**src/rtl/gpr_pkg.sv**
```systemverilog
// rtl/gpr_pkg.sv - shared widths and write-back entry layout for the GPR write-back path
//
// Purpose : default GPR data/index widths, the {rd, data} write-back entry
//           layout and a helper that sizes an entry for arbitrary widths.
// Ports   : none (package).
package gpr_pkg;

    localparam int GPR_ISA_WIDTH      = 32;
    localparam int GPR_REG_NUM_WIDTH  = 5;
    localparam int GPR_WB_FIFO_DEPTH  = 2;

    // Entry layout: destination index in the upper bits, result data below.
    typedef struct packed {
        logic [GPR_REG_NUM_WIDTH-1:0] rd;
        logic [GPR_ISA_WIDTH-1:0]     data;
    } wb_entry_t;

    localparam int WB_ENTRY_WIDTH = $bits(wb_entry_t);

    // Entry width for a non-default parameterisation of the write-back unit.
    function automatic int wb_entry_width(input int isa_width, input int reg_num_width);
        return isa_width + reg_num_width;
    endfunction

endpackage

```
**src/rtl/wb_fifo.sv**
```systemverilog
// rtl/wb_fifo.sv - generic synchronous FIFO with asynchronous active-low reset
//
// Purpose : small first-in first-out buffer; head is combinational from the
//           storage registers, full/empty derive from an occupancy counter.
// Ports   : clk, rst (async, active low)
//           push, push_data  - enqueue request and payload
//           pop              - dequeue the head entry
//           full, empty      - occupancy flags
//           head             - entry at the read pointer
module wb_fifo #(
    parameter int WIDTH = 37,
    parameter int DEPTH = 2
) (
    input  logic             clk,
    input  logic             rst,
    input  logic             push,
    input  logic [WIDTH-1:0] push_data,
    input  logic             pop,
    output logic             full,
    output logic             empty,
    output logic [WIDTH-1:0] head
);

    localparam int PTR_W = (DEPTH > 1) ? $clog2(DEPTH) : 1;
    localparam int CNT_W = $clog2(DEPTH + 1);

    logic [WIDTH-1:0] mem [DEPTH];
    logic [PTR_W-1:0] wr_ptr;
    logic [PTR_W-1:0] rd_ptr;
    logic [CNT_W-1:0] count;
    logic             do_push;
    logic             do_pop;

    assign full  = (count == CNT_W'(DEPTH));
    assign empty = (count == '0);
    assign head  = mem[rd_ptr];

    // A pop in the same cycle frees the slot, so a push into a full FIFO
    // is accepted when it is paired with a pop.
    assign do_pop  = pop && !empty;
    assign do_push = push && (!full || do_pop);

    always_ff @(posedge clk or negedge rst) begin
        if (!rst) begin
            for (int i = 0; i < DEPTH; i++) begin
                mem[i] <= '0;
            end
            wr_ptr <= '0;
            rd_ptr <= '0;
            count  <= '0;
        end else begin
            if (do_push) begin
                mem[wr_ptr] <= push_data;
                wr_ptr      <= wr_ptr + PTR_W'(1);
            end
            if (do_pop) begin
                rd_ptr <= rd_ptr + PTR_W'(1);
            end
            case ({do_push, do_pop})
                2'b10:   count <= count + CNT_W'(1);
                2'b01:   count <= count - CNT_W'(1);
                default: count <= count;
            endcase
        end
    end

endmodule

```
**src/rtl/gpr_wb_unit.sv**
```systemverilog
// rtl/gpr_wb_unit.sv - GPR write-back: ALU/LSU arbitration, buffering, commit and scoreboard
//
// Purpose : accepts ALU and LSU results (LSU has fixed priority), drops x0
//           results, buffers the rest in wb_fifo and commits one register
//           write per cycle; tracks pending destinations for decode hazards.
// Ports   : clk, rst (async, active low)
//           issue_valid/issue_rd/issue_ready - decode reserves a destination
//           alu_valid/alu_rd/alu_data/alu_ready - ALU result stream
//           lsu_valid/lsu_rd/lsu_data/lsu_ready - load result stream
//           wb_hold                          - freeze commits
//           wen/waddr/wdata                  - register file write port
//           raddr_1/busy_1, raddr_2/busy_2   - hazard lookups
//           sb_err                           - sticky write-back to a non-pending register
module gpr_wb_unit
    import gpr_pkg::*;
#(
    parameter int ISA_WIDTH          = GPR_ISA_WIDTH,
    parameter int REGISTER_NUM_WIDTH = GPR_REG_NUM_WIDTH,
    parameter int FIFO_DEPTH         = GPR_WB_FIFO_DEPTH
) (
    input  logic                          clk,
    input  logic                          rst,
    input  logic                          issue_valid,
    input  logic [REGISTER_NUM_WIDTH-1:0] issue_rd,
    output logic                          issue_ready,
    input  logic                          alu_valid,
    input  logic [REGISTER_NUM_WIDTH-1:0] alu_rd,
    input  logic [ISA_WIDTH-1:0]          alu_data,
    output logic                          alu_ready,
    input  logic                          lsu_valid,
    input  logic [REGISTER_NUM_WIDTH-1:0] lsu_rd,
    input  logic [ISA_WIDTH-1:0]          lsu_data,
    output logic                          lsu_ready,
    input  logic                          wb_hold,
    output logic                          wen,
    output logic [REGISTER_NUM_WIDTH-1:0] waddr,
    output logic [ISA_WIDTH-1:0]          wdata,
    input  logic [REGISTER_NUM_WIDTH-1:0] raddr_1,
    output logic                          busy_1,
    input  logic [REGISTER_NUM_WIDTH-1:0] raddr_2,
    output logic                          busy_2,
    output logic                          sb_err
);

    localparam int ENTRY_W   = wb_entry_width(ISA_WIDTH, REGISTER_NUM_WIDTH);
    localparam int REG_COUNT = 1 << REGISTER_NUM_WIDTH;

    logic                          fifo_full;
    logic                          fifo_empty;
    logic [ENTRY_W-1:0]            head;
    logic                          lsu_fire;
    logic                          alu_fire;
    logic                          push;
    logic [REGISTER_NUM_WIDTH-1:0] push_rd;
    logic [ISA_WIDTH-1:0]          push_data;
    logic                          issue_fire;
    logic [REG_COUNT-1:0]          pending;
    logic [REG_COUNT-1:0]          pending_next;

    assign lsu_ready = !fifo_full;
    assign alu_ready = !fifo_full && !lsu_valid;
    assign lsu_fire  = lsu_valid && lsu_ready;
    assign alu_fire  = alu_valid && alu_ready;

    // At most one of the two fires; x0 results complete the handshake
    // but never reach the buffer.
    assign push_rd   = lsu_fire ? lsu_rd   : alu_rd;
    assign push_data = lsu_fire ? lsu_data : alu_data;
    assign push      = (lsu_fire || alu_fire) && (push_rd != '0);

    assign wen   = !fifo_empty && !wb_hold;
    assign waddr = head[ENTRY_W-1 -: REGISTER_NUM_WIDTH];
    assign wdata = head[ISA_WIDTH-1:0];

    wb_fifo #(
        .WIDTH (ENTRY_W),
        .DEPTH (FIFO_DEPTH)
    ) u_fifo (
        .clk       (clk),
        .rst       (rst),
        .push      (push),
        .push_data ({push_rd, push_data}),
        .pop       (wen),
        .full      (fifo_full),
        .empty     (fifo_empty),
        .head      (head)
    );

    assign issue_ready = !pending[issue_rd];
    assign issue_fire  = issue_valid && issue_ready && (issue_rd != '0);
    assign busy_1      = pending[raddr_1];
    assign busy_2      = pending[raddr_2];

    // Clear is applied after set so a commit always wins over a reservation.
    always_comb begin
        pending_next = pending;
        if (issue_fire) begin
            pending_next[issue_rd] = 1'b1;
        end
        if (wen) begin
            pending_next[waddr] = 1'b0;
        end
        pending_next[0] = 1'b0;
    end

    always_ff @(posedge clk or negedge rst) begin
        if (!rst) begin
            pending <= '0;
            sb_err  <= 1'b0;
        end else begin
            pending <= pending_next;
            if (push && !pending[push_rd]) begin
                sb_err <= 1'b1;
            end
        end
    end

endmodule
```
**config.mk**
```make
export PLATFORM = sky130hd
export DESIGN_NAME = gpr_wb_unit
export DESIGN_NICKNAME = d
export VERILOG_FILES = /design/src/rtl/gpr_pkg.sv /design/src/rtl/wb_fifo.sv /design/src/rtl/gpr_wb_unit.sv
export SDC_FILE = /design/constraint.sdc
export NUM_CORES = 1
export LEC_CHECK = 0
export ABC_AREA = 1
export CELL_PAD_IN_SITES_DETAIL_PLACEMENT = 1
export CELL_PAD_IN_SITES_GLOBAL_PLACEMENT = 1
export CORE_MARGIN = 5
export CORE_UTILIZATION = 46
export CTS_CLUSTER_SIZE = 24
export DETAILED_ROUTE_END_ITERATION = 16
export DONT_BUFFER_PORTS = 1
export PLACE_DENSITY = 0.89
export REMOVE_ABC_BUFFERS = 1
export SLEW_MARGIN = 25
export SYNTH_ARGS = -nofsm -noshare
export SYNTH_HDL_FRONTEND = slang
export SYNTH_SLANG_ARGS = --single-unit
export TNS_END_PERCENT = 50
```
**constraint.sdc**
```tcl
create_clock -name clk -period 2.4 [get_ports clk]
set_input_delay 0.24 -clock clk [delete_from_list [all_inputs] [get_ports clk]]
set_output_delay 0.24 -clock clk [all_outputs]
set_load 0.01 [all_outputs]
```
# --- Word-level counts from Yosys, hierarchy flattened ---
# Cells that the tools add are included.
totals:
  regBits: 110
  output_inout_bits: 44
op_classes:
  add_sub_neg: 4
  magnitude_cmp: 10
  n_eq_ne: 3
  n_mux: 23
  n_bitwise: 5
  n_reduce_logical: 25
ops:
  columns: ["operator", "n"]
  rows:
  - ["$mux 37", 4]
  - ["$mux 32", 3]
  - ["$bwmux 74", 1]
  - ["$demux 37 s1", 1]
  - ["$and 32x32->32", 1]
  - ["$not 32->32", 1]
  - ["$or 32x32->32", 1]
  - ["$lt 5x6->1 const B", 5]
  - ["$bmux 1 s5", 4]
  - ["$logic_and 1x1->1", 13]
  - ["$demux 1 s5", 2]
  - ["$ge 5x1->1 const B", 2]
  - ["$reduce_bool 5->1", 2]
  - ["$logic_not 1->1", 6]
  - ["$mux 1", 6]
  - ["$mux 5", 1]
  - ["$eq 2x2->1 const B", 2]
  - ["$ge 2x2->1 const B", 2]
  - ["$not 1->2", 2]
  - ["$pmux 2 s2", 1]
  - ["$add 1x1->1 const B", 2]
  - ["$add 2x1->2 const B", 1]
  - ["$eq 2x1->1 const B", 1]
  - ["$logic_not 2->1", 1]
  - ["4 further kinds", 5]

# --- Longest topological paths before layout ---
logic_depth:
  ltp_word: 11
  mapped_depth: 15

# --- Hierarchy ---
# A second synthesis with hierarchy kept.
hier_totals:
  hier_cells: 946
  area_unflattened_um2: 7021.7
by_module_without_submodules:
  columns: ["module", "instances", "cells_each", "area_per_inst_um2", "seq_area_each_um2"]
  rows:
  - ["wb_fifo", 1, 430, 3688.5, 1951.9]
  - ["gpr_wb_unit", 1, 516, 3333.2, 800.8]

# --- Least setup slack after synthesis ---
# OpenSTA, ideal clock, no wires.
synth_timing:
  kind: "register to register"
  startpoint: "register u_fifo.count[0]"
  endpoint: "register u_fifo.count[1]"
  setup_time_ns: 0.131
  arrival_time_ns: 1.997
  setup_slack_ns: 0.273
  path_stages_with_launch: 15
  n_path_buf: 1
  synth_period_minus_slack_ns: 2.127
  path_cell_list: "dfrtp_1 -> inv_2 -> nand2_4 -> nand2_4 -> nand2_1 -> o21ai_1 -> inv_1 -> nor3_2 -> nand3_2 -> nand2_4 -> buf_2 -> ha_1 -> a21oi_1 -> o21ai_0 -> xor2_1"
synth_via:
  elab_chain_len: 9
  elab_cells_between_ends: 21
  cone_classes: "add/sub: 2; eq/ne: 3; mux: 2; reduce/logical: 14"
synth_lines:
  columns: ["item", "line_no", "rtl"]
  rows:
  - ["start, declared", "wb_fifo.sv:30", "logic [CNT_W-1:0] count;"]
  - ["start signal, assigned", "wb_fifo.sv:60", "2'b10: count <= count + CNT_W'(1);"]
  - ["start signal, assigned", "wb_fifo.sv:61", "2'b01: count <= count - CNT_W'(1);"]
  - ["start signal, assigned", "wb_fifo.sv:62", "default: count <= count;"]
  - ["$eq 2x2->1 (*)", "wb_fifo.sv:34", "assign full = (count == CNT_W'(DEPTH));"]
  - ["$logic_not 1->1 (*)", "gpr_wb_unit.sv:60", "assign lsu_ready = !fifo_full;"]
  - ["named net lsu_ready", "gpr_wb_unit.sv:33", "output logic lsu_ready,"]
  - ["$logic_and 1x1->1, on equally long branches", "gpr_wb_unit.sv:62, gpr_wb_unit.sv:61", null]
  - ["$mux 5 or $logic_and 1x1->1 (tied branches)", "gpr_wb_unit.sv:67, gpr_wb_unit.sv:63", null]
  - ["$reduce_bool 5->1 or $logic_or 1x1->1 (tied branches)", "gpr_wb_unit.sv:69", "assign push = (lsu_fire || alu_fire) && (push_rd != '0);"]
  - ["$logic_and 1x1->1", "gpr_wb_unit.sv:69", null]
  - ["$logic_and 1x1->1 (*)", "wb_fifo.sv:41", "assign do_push = push && (!full || do_pop);"]
  - ["$eq 2x1->1 or $eq 2x2->1 (tied branches)", "wb_fifo.sv:59", "case ({do_push, do_pop})"]
  - ["$pmux 2 s2 or $reduce_bool 2->1 (tied branches)", null, null]
# Mark *: on every way through the listed nets, which the timed path passes. The rest lies on a longest branch.
# A chain may end at the register's enable or synchronous reset.

# --- Worst setup path in the final report ---
layout_timing:
  startpoint: "register u_fifo.count[0]"
  endpoint: "register u_fifo.mem[43] (netlist name)"
layout_via:
  elab_chain_len: 7
  elab_cells_between_ends: 17
  cone_classes: "eq/ne: 1; mux: 3; reduce/logical: 13"
layout_lines:
  columns: ["item", "line_no", "rtl"]
  rows:
  - ["$eq 2x2->1", "wb_fifo.sv:34", null]
  - ["$logic_not 1->1", "wb_fifo.sv:41, gpr_wb_unit.sv:60, gpr_wb_unit.sv:61", null]
  - ["$logic_and 1x1->1, on equally long branches", "gpr_wb_unit.sv:62, gpr_wb_unit.sv:61", null]
  - ["$mux 5 or $logic_and 1x1->1 (tied branches)", "gpr_wb_unit.sv:67, gpr_wb_unit.sv:63", null]
  - ["$reduce_bool 5->1 or $logic_or 1x1->1 (tied branches)", "gpr_wb_unit.sv:69", null]
  - ["$logic_and 1x1->1", "gpr_wb_unit.sv:69", null]
  - ["$logic_and 1x1->1", "wb_fifo.sv:41", null]
  - ["end signal, assigned by index", "wb_fifo.sv:53", "mem[wr_ptr] <= push_data;"]
  - ["end, declared", "wb_fifo.sv:27", "logic [WIDTH-1:0] mem [DEPTH];"]
# Parallel ways exist; a longest one is shown, timed or not.

==> flow_summary.yaml <==
detailed_routing:
  wl_per_cell_um: 20.3
  firstDrtPassIters: 5
  num_vias: 6322
  drt_iter0_markers: 331
  drcViolationCount: 0
  ant_nets: 0
  totalWireLength_mm: 22.1
  viasPerCell: 5.81
place:
  gp_congestion: 0.879
  place_hpwl_mm: 15.6
  placed_area_um2: 6900
  port_buffers: 0
clock_tree:
  root_buffer: "clkbuf_16"
  cts-buffers-inserted: 9
  path_clk_slew_ns: 0.08
  htree_levels: 3
  clk_path_buf_depth: 2
  cts_tree: "yes"
  insertion_delay_ns: 0.36
  clock-sinks: 110
worst_setup_path:
  r2r-end: "u_fifo.mem[43]"
  path_max_fanout: 35
  end_kind: "flop"
  crit_chain: "inv_2 -> nand2_4 -> buf_4 -> nand3_2 -> nand2_1 -> nor3_2 -> nand3_2 -> nand2_4 -> buf_12 -> nor2_4 -> clkbuf_16 -> o21ai_2"
  crit_required_ns: 2.64
  reg2reg_depth: 12
  max_stage_delay_ns: 0.41
  cp_slowest_cell: "dfrtp_1"
  path_class: "flop to flop"
  crit_arrival_ns: 2.48
  start_kind: "flop"
  startpoint: "u_fifo.count[0]"
  reg2reg_setup_slack_ns: 0.16
  reg2reg_from: "u_fifo.count[0]"
yosys:
  yosysSeqAreaShare_pct: 41.1
  ys_seq_elements: 110
  synth_edf_count: 0
  syn-cell-area_um2: 6700
  synth_top_area_share_pct: 41.1
  synth_cells: 904
  yosysMostFrequentCell: "nand2_1"
  netlist-cell-type-count: 31
  synth.area.top_cells: "dfrtp_1 41%, nand2_1 12%, o21ai_0 9.1%"
  ys_top_cells_by_count: "216 x nand2_1, 122 x o21ai_0, 110 x dfrtp_1"
  syn_avg_cell_area_um2: 7.41
  yosys_warnings: 0
  synthArstFlopShare_pct: 100
  ys.flop_type: "dfrtp_1"
  synth_area_leader_cell: "dfrtp_1"
cells_and_area:
  post-route-util_pct: 50.6
  finalInstanceArea_um2: 7300
  finalNetCount: 995
  drive_gt1_share_pct: 13.8
  syn_to_final_growth_pct: 9.04
die:
  row_count: 44
  core-area_um2: 14400
  ioPinCount: 139
  initial_core_util_pct: 46.4
  fp.dieW_um: 131
  die_area_um2: 17100
  die_h_um: 131
sta:
  fin_crit_sh_pct: 93.1
  holdWs_ns: -0.416
  fin_crit_ns: 2.24
  rsz0062_at_grt: "false"
  tns_ns: 0
  relSlewSlack_pct: 54.3
  finalClockSkew_ns: 0.0113
  final_max_slew_viol_count: 0
  fmax_mhz: 447
  worstMarginPinSlew_ns: 0.681
  hold_viol_final: 110
  setup_violations: 0
power:
  leakagePower_nw: 3.40
  p_per_area_nw_per_um2: 1350
  ir_drop_uv: 626
  design_power_total_w: 0.00989
global_routing:
  grt_max_degree: 111
  grt_overflow: 0
  grt_pass1_wl_mm: 34.6
  grt_pass1_vias: 6710
  antenna_found_initial: 1
  grt.total_usage_pct: 25.6
status:
  status: "finished with violations"
  violations: "negative hold slack"
hold_path:
  hp-class: "input pin to async pin"
job:
  cap_violations: 0
==> layout make-up <==
cell class	instances	area (um^2)
inverter	107	405
clock inverter	7	88.8
timing repair inverter	1	5.00
tap	184	230
multi-input combinational	644	3340
sequential	110	2750
clock buffer	9	225
fill	1835	7120
timing repair buffer	26	250
antenna	1	2.50
==> cells in the final DEF (no fill, tap or decap), drive strengths merged <==
| cell | n |
|---|---|
| dfrtp | 110 |
| o21a | 1 |
| diode | 1 |
| a32oi | 1 |
| xnor2 | 1 |
| nor3 | 9 |
| o21ai | 158 |
| clkinvlp | 3 |
| a31oi | 2 |
| a22oi | 1 |
| o31ai | 2 |
| a21oi | 67 |
| nand2 | 220 |
| clkbuf | 10 |
| nand4 | 1 |
| bufinv | 1 |
| o211ai | 7 |
| clkinv | 1 |
| nand3 | 83 |
| ha | 1 |
| buf | 25 |
| inv | 110 |
| mux2 | 32 |
| nor2 | 53 |
| xor2 | 2 |
| o22ai | 3 |
==> logic make-up (layout without fill, tap and decap cells) <==
family | Yosys count | after routing | share of synthesized area (%)
adders and majority gates | 1 | 1 | 0.187
other | 0 | 1 | 0
AOI/OAI and AO/OA | 242 | 242 | 20.5
buffers and inverters | 151 | 150 | 9.58
DFF | 110 | 110 | 41.1
muxes | 32 | 32 | 5.38
and+or+nand+nor | 365 | 366 | 22.8
xor gates and xnor gates | 3 | 3 | 0.392
==> timing repair <==
| item | CTS | global route |
|---|---|---|
| buffers inserted | 0 | 1 |
| gates resized for setup | 2 | 6 |
| cloned | 0 | 3 |
| pin swaps | 0 | 1 |
| endpoints found under the hold margin | 110 | 110 |
| endpoints found under the setup margin | 63 | 74 |
==> metrics by stage <==
step                      cells  worst slack [ns]
after floorplan             860             -1.88
after global placement     1068            0.0621
after detailed placement   1068            -0.130
after CTS                  1084            0.0241
after global routing       1089           0.00295
final                      1089             0.164
==> worst max-delay path by stage <==
| stage | end | slack [ns] | cells after the start |
|---|---|---|---|
| finish | u_fifo.mem[43] | 0.16 | 12 |
| global route | sb_err | 0.003 | 13 |
| CTS | u_fifo.mem[14] | 0.02 | 13 |
| detailed placement | u_fifo.mem[43] | -0.13 | 14 |
| global placement | u_fifo.mem[54] | 0.06 | 14 |
| floorplan | u_fifo.mem[69] | -1.88 | 11 |
==> metal layers <==
| layer | global-route usage [%] | vias up | routed length [um] |
|---|---|---|---|
| li1 | - | 2958 | - |
| met1 | 32.5 | 3098 | 9150 |
| met2 | 42.9 | 218 | 10800 |
| met3 | 6.02 | 48 | 1500 |
| met4 | 8.83 | 0 | 566 |
| met5 | 0 | - | 0 |
==> power breakdown <==
| part | internal, W | leakage [nW] | switching (W) |
|---|---|---|---|
| clock network | 0.000839 | 0.152 | 0.000761 |
| registers | 0.00275 | 1.30 | 0.000526 |
| logic | 0.00154 | 1.95 | 0.00347 |
==> worst max-delay path: cells and delay by family (launching register included) <==
| kind | cells | cell delay, ns |
|---|---|---|
| flip-flops | 1 | 0.41 |
| AND/OR/NAND/NOR | 7 | 0.83 |
| buffers and inverters | 4 | 0.77 |
| AO/OA/AOI/OAI | 1 | 0.09 |
==> registers in the layout, summed over array words and instances (netlist names) <==
signal / count
sb_err: 1
u_fifo.mem: 74
u_fifo.count: 2
pending: 31
u_fifo.wr_ptr: 1
u_fifo.rd_ptr: 1
No activity file was read; power rests on OpenSTA's default activity.
